### src/rtl/reg_file_pkg.sv
// Shared sizing constants and read-port FSM encoding for the
// architectural register file.
package reg_file_pkg;

    localparam int RF_WIDTH    = 32;
    localparam int RF_ADDR_LEN = 5;
    localparam logic [RF_WIDTH-1:0] RF_NOP = 32'h0000_0013;

    typedef enum logic [1:0] {
        RF_IDLE = 2'd0,
        RF_WAIT = 2'd1,
        RF_DONE = 2'd2
    } rf_state_e;

endpackage

### src/rtl/reg_file_rf_read_port.sv
// One read responder: completes immediately on a ready register,
// otherwise parks on the latched address until writeback delivers it.
module rf_read_port
    import reg_file_pkg::*;
#(
    parameter int WIDTH        = RF_WIDTH,
    parameter int REG_ADDR_LEN = RF_ADDR_LEN,
    localparam int DEPTH       = 1 << REG_ADDR_LEN
) (
    input  logic                               clk,
    input  logic                               rst,
    input  logic                               en,
    input  logic [REG_ADDR_LEN-1:0]            addr,
    input  logic [DEPTH-1:0][WIDTH-1:0]        regs,
    input  logic [DEPTH-1:0]                   pend,
    input  logic                               wr_en,
    input  logic [REG_ADDR_LEN-1:0]            wr_addr,
    input  logic [WIDTH-1:0]                   wr_data,
    output logic [WIDTH-1:0]                   data,
    output logic                               st
);

    rf_state_e               state_q, state_d;
    logic [REG_ADDR_LEN-1:0] addr_q, addr_d;
    logic [WIDTH-1:0]        data_q, data_d;
    logic                    st_q, st_d;

    logic             fwd_hit;
    logic             tgt_pend;
    logic [WIDTH-1:0] tgt_val;
    logic             wait_hit;

    // A write in the same cycle forwards and masks the pending bit.
    assign fwd_hit  = wr_en && (wr_addr == addr);
    assign tgt_pend = (addr != '0) && pend[addr] && !fwd_hit;
    assign tgt_val  = (addr == '0) ? '0 :
                      fwd_hit      ? wr_data : regs[addr];
    assign wait_hit = wr_en && (wr_addr == addr_q);

    always_comb begin
        state_d = state_q;
        addr_d  = addr_q;
        data_d  = data_q;
        st_d    = 1'b0;
        unique case (state_q)
            RF_WAIT: begin
                if (!en) begin
                    state_d = RF_IDLE;
                end else if (wait_hit) begin
                    data_d  = wr_data;
                    st_d    = 1'b1;
                    state_d = RF_DONE;
                end
            end
            default: begin
                if (!en) begin
                    state_d = RF_IDLE;
                end else if (tgt_pend) begin
                    addr_d  = addr;
                    state_d = RF_WAIT;
                end else begin
                    data_d  = tgt_val;
                    st_d    = 1'b1;
                    state_d = RF_DONE;
                end
            end
        endcase
    end

    always_ff @(posedge clk) begin
        if (rst) begin
            state_q <= RF_IDLE;
            addr_q  <= '0;
            data_q  <= '0;
            st_q    <= 1'b0;
        end else begin
            state_q <= state_d;
            addr_q  <= addr_d;
            data_q  <= data_d;
            st_q    <= st_d;
        end
    end

    assign data = data_q;
    assign st   = st_q;

endmodule

### src/rtl/reg_file.sv
// Architectural register file with pending scoreboard and two
// blocking read responders for the ID stage.
module reg_file
    import reg_file_pkg::*;
#(
    parameter int WIDTH        = RF_WIDTH,
    parameter int REG_ADDR_LEN = RF_ADDR_LEN
) (
    input  logic                    clk,
    input  logic                    rst,
    input  logic [REG_ADDR_LEN-1:0] Rd1_addr,
    input  logic                    Rd1_en,
    output logic [WIDTH-1:0]        Rd1_data,
    output logic                    Rd1_st,
    input  logic [REG_ADDR_LEN-1:0] Rd2_addr,
    input  logic                    Rd2_en,
    output logic [WIDTH-1:0]        Rd2_data,
    output logic                    Rd2_st,
    input  logic [REG_ADDR_LEN-1:0] Wr_addr,
    input  logic [WIDTH-1:0]        Wr_data,
    input  logic                    Wr_en,
    input  logic [REG_ADDR_LEN-1:0] Rsv_addr,
    input  logic                    Rsv_en,
    output logic                    Pend_any
);

    localparam int DEPTH = 1 << REG_ADDR_LEN;

    logic [DEPTH-1:0][WIDTH-1:0] regs_q, regs_d;
    logic [DEPTH-1:0]            pend_q, pend_d;
    logic                        pend_any_q, pend_any_d;

    // Reservation is applied after the write so it wins on a tie.
    always_comb begin
        regs_d = regs_q;
        pend_d = pend_q;
        if (Wr_en && Wr_addr != '0) begin
            regs_d[Wr_addr] = Wr_data;
            pend_d[Wr_addr] = 1'b0;
        end
        if (Rsv_en && Rsv_addr != '0) begin
            pend_d[Rsv_addr] = 1'b1;
        end
        regs_d[0]  = '0;
        pend_d[0]  = 1'b0;
        pend_any_d = |pend_d;
    end

    always_ff @(posedge clk) begin
        if (rst) begin
            regs_q     <= '0;
            pend_q     <= '0;
            pend_any_q <= 1'b0;
        end else begin
            regs_q     <= regs_d;
            pend_q     <= pend_d;
            pend_any_q <= pend_any_d;
        end
    end

    assign Pend_any = pend_any_q;

    rf_read_port #(
        .WIDTH        (WIDTH),
        .REG_ADDR_LEN (REG_ADDR_LEN)
    ) u_rd1 (
        .clk     (clk),
        .rst     (rst),
        .en      (Rd1_en),
        .addr    (Rd1_addr),
        .regs    (regs_q),
        .pend    (pend_q),
        .wr_en   (Wr_en),
        .wr_addr (Wr_addr),
        .wr_data (Wr_data),
        .data    (Rd1_data),
        .st      (Rd1_st)
    );

    rf_read_port #(
        .WIDTH        (WIDTH),
        .REG_ADDR_LEN (REG_ADDR_LEN)
    ) u_rd2 (
        .clk     (clk),
        .rst     (rst),
        .en      (Rd2_en),
        .addr    (Rd2_addr),
        .regs    (regs_q),
        .pend    (pend_q),
        .wr_en   (Wr_en),
        .wr_addr (Wr_addr),
        .wr_data (Wr_data),
        .data    (Rd2_data),
        .st      (Rd2_st)
    );

endmodule
### config.mk
export PLATFORM = sky130hd
export DESIGN_NAME = reg_file
export DESIGN_NICKNAME = d
export VERILOG_FILES = /design/src/rtl/reg_file_pkg.sv /design/src/rtl/reg_file_rf_read_port.sv /design/src/rtl/reg_file.sv
export SDC_FILE = /design/constraint.sdc
export NUM_CORES = 2
export LEC_CHECK = 0
export CELL_PAD_IN_SITES_DETAIL_PLACEMENT = 1
export CELL_PAD_IN_SITES_GLOBAL_PLACEMENT = 2
export CORE_ASPECT_RATIO = 0.8
export CORE_MARGIN = 4
export CORE_UTILIZATION = 35
export DETAILED_ROUTE_END_ITERATION = 6
export PLACE_DENSITY = 0.79
export SYNTH_ARGS = -nofsm -noshare
export SYNTH_HDL_FRONTEND = slang
export SYNTH_HIERARCHICAL = 1
export SYNTH_SLANG_ARGS = --single-unit
### constraint.sdc
create_clock -name clk -period 2.2 [get_ports clk]
set_input_delay 0.44 -clock clk [delete_from_list [all_inputs] [get_ports clk]]
set_output_delay 0.44 -clock clk [all_outputs]
set_load 0.02 [all_outputs]
==> flow_summary_export.csv <==
group,metric,value,unit
floorplan,dieHeight,369.2,um
logic_synthesis,synth_edf_count,0,
clock_network,cts_buffer_depth,3,
placement,gp_congestion,0.9075,
finish,n_fill_cell,18541,
route,via_per_inst,5.971,
timing,post-route-period-util,1.001,
finish,synthToLayoutAreaGrowth,21.88,%
global_route,grt-ovfl-total,0,
timing,timing.fmax,0.4541,GHz
timing,setup_viol,2,
placement,dp_slack,-789.6,ps
setup_path,reg2reg_to,"u_rd1/data[16]$_SDFFE_PP0P_",
route,drcViolationCount,0,
logic_synthesis,synthFlopType,"dfxtp_1",
pwr,ir_drop,0.0006390,V
logic_synthesis,async_flop_share,0,
setup_path,critPathLaunchType,"input pin",
clock_network,clkTransAtPathRegs,60,ps
timing,rsz0062_at_grt,"true",
global_route,grt_use_total,0.3052,
logic_synthesis,syn_area,57080,um2
floorplan,coreArea,162000,um2
timing,worstMarginPinSlew,1198,ps
route,routed.top_layer,"met5",
run_status,outcome,"finished, violations left",
setup_path,crit-reg2reg-launch,"pend_q[11]$_SDFF_PP0_",
worst_hold_path,holdCritPathClass,"in -> reg",
global_route,grt_pass1_vias,54775,
pwr,power_density,691.2,nW/um2
worst_hold_path,min_from,"rst",
timing,slew_headroom,0.1902,
logic_synthesis,synth_warnings,6,
placement,dpl.hpwl,167.9,mm
route,met1_length,110.8,mm
logic_synthesis,ys_types,54,
floorplan,fp.dieArea,169700,um2
timing,skew,39.20,ps
timing,setup_ws,-2.112,ps
placement,placed_area,65440,um2
logic_synthesis,synth_cells,6675,
route,avgRoutedWirePerCell,29.38,um
route,vias,54508,
floorplan,start_util,0.3523,
setup_path,rrSetupSlack,10,ps
clock_network,clock-root-buffer,"clkbuf_16",
route,final_antenna_net_count,0,
route,drt_iter0_drc,5564,
global_route,antenna_found_initial,15,
route,drt-total-wl,268.2,mm
clock_network,clock-sinks,1104,
setup_path,end_kind,"flip-flop",
clock_network,cts-buffers-inserted,119,
pwr,p_leak,25.10,nW
finish,fin_nets,6932,
route,wl_met3,23.03,mm
floorplan,die_w,459.5,um
run_status,failed_checks,"negative setup slack",
setup_path,cp_max_fo,12,
route,dr_wl_met2,120.0,mm
job,maxCapViolCount,0,
clock_network,cts_tree,"yes",
worst_hold_path,min_to,"u_rd1/state_q[0]$_SDFFE_PP0P_",
setup_path,crit_arrival,2890,ps
floorplan,num_rows,132,
finish,design_area,69570,um2
setup_path,reg2regPathDepth,7,
logic_synthesis,yosys_register_bits,1104,
timing,report.final.slew_viol_count,0,
timing,hold_viol_final,0,
finish,drive_gt1_frac,0.1664,
clock_network,htreeDepth,3,
floorplan,pin_count,125,
placement,port_buffers,124,
setup_path,critical_path_class,"in -> reg",
clock_network,clkLatencyLatePin,780,ps
logic_synthesis,avgSynthCellArea,8.552,um2
route,dr.pass1.iters,5,
worst_hold_path,whs_path_depth,3,
timing,period_minus_slack,2202,ps
global_route,grt_pass1_wl,383.6,mm
global_route,grt_max_degree,140,
logic_synthesis,ys_seq_area_frac,0.3872,
setup_path,worstPathRequired,2890,ps
## worst max path at each step
stage                          start                     endpoint  slack, ps
2_1_floorplan             Wr_addr[2]          Pend_any$_SDFF_PP0_        -90
3_3_place_gp                   Wr_en          Pend_any$_SDFF_PP0_       -780
3_5_place_dp                   Wr_en          Pend_any$_SDFF_PP0_       -790
4_1_cts        pend_q[11]$_SDFF_PP0_  u_rd1/data[16]$_SDFFE_PP0P_        -60
5_1_grt        pend_q[12]$_SDFF_PP0_   u_rd1/data[2]$_SDFFE_PP0P_        -50
6_report                  Wr_addr[1]  u_rd2/data[12]$_SDFFE_PP0P_         -2
## placed cells by master, fill, tap and decap left out, drive strengths merged, types with 66 or more instances in the layout
cell type and count:
nand2 1997, a21oi 1182, dfxtp 1104, mux2i 740, buf 571, a22oi 287
mux4 266, clkbuf 173, nand2b 92, nor2 72, conb 66, a22o 66
nor4 66
## registers in the layout, indices dropped and copies added, names as in the netlist
signal / cells
regs_q: 992
u_rd1/data: 32
u_rd2/st: 1
u_rd2/addr_q: 5
pend_q: 31
Pend_any: 1
u_rd2/state_q: 2
u_rd1/state_q: 2
u_rd2/data: 32
u_rd1/st: 1
u_rd1/addr_q: 5
## worst max-delay path, cell delays in order
cell and delay [ps]:
clkdlybuf4s50_1 450, buf_4 160, buf_4 160, xor2_1 180
nor4_2 70, a311o_2 450, buf_12 210, nor4_1 520
a21oi_1 80, mux2i_1 140
## metal layers
layer,track usage,up-vias
met4,0.1449,12
met2,0.4798,2482
met5,0,-
met1,0.4011,27640
li1,-,23665
met3,0.06323,709
## synth_stat cells (58+ instances only)
master	n	area (um2)
a21oi_1	1182	5916
a22o_1	66	578.1
a22oi_1	284	2132
buf_1	58	217.7
buf_2	65	325.3
buf_4	89	668.1
clkbuf_1	449	1685
dfxtp_1	1104	22100
mux2i_1	740	7407
mux4_2	266	5991
nand2_1	1997	7496
nand2b_1	92	575.6
nor2_1	69	259.0
nor4_1	64	400.4
## through the flow
step           TNS (ps)    util  total power [mW]  instances  hold slack [ps]
2_1_floorplan    -85.97       -             24.00       6740            442.9
3_3_place_gp    -404680  0.4039             26.84       8893            449.1
3_5_place_dp    -425980  0.4039             26.90       8893            459.3
4_1_cts          -384.1  0.4292             48.28       9122            97.95
5_1_grt          -217.2  0.4293             49.43       9124            125.7
6_report         -2.274  0.4294             48.09       9129            133.6
## power by group
group	switching [mW]	internal [mW]
Sequential	0.241	20.3
Clock	9.16	12.4
Combinational	3.70	2.33
Total	13.1	35.0
## final cells by class
cell class | instances | area (um2) | share of cell area
Sequential cell | 1104 | 22120 | 0.3180
Timing Repair Buffer | 691 | 8144 | 0.1171
Inverter | 3 | 11.26 | 0.0001619
Clock buffer | 173 | 3535 | 0.05080
Multi-Input combinational cell | 4955 | 32490 | 0.4669
Tap cell | 2144 | 2683 | 0.03856
Clock inverter | 52 | 574.3 | 0.008255
Antenna cell | 7 | 17.52 | 0.0002518
## cells by family (layout without fill, tap and decap cells)
logic type	Yosys count	in the layout	synth area share
flops	1104	1104	0.3872
buf+inv	681	919	0.05552
compound gates	1551	1551	0.1544
xor+xnor	20	20	0.003068
other cells	1	73	0.00006569
mux	1006	1006	0.2347
simple gates	2312	2312	0.1651
## timing repair
action | in CTS | in global routing
hold buffers | 2 | 0
gates cloned | 1 | 0
hold endpoints to repair | 2 | 0
resized for setup | 67 | 24
setup endpoints to repair | 66 | 34
pin swaps | 2 | 3
setup buffers | 1 | 3
Note: power is estimated with default switching activity, not from simulation.
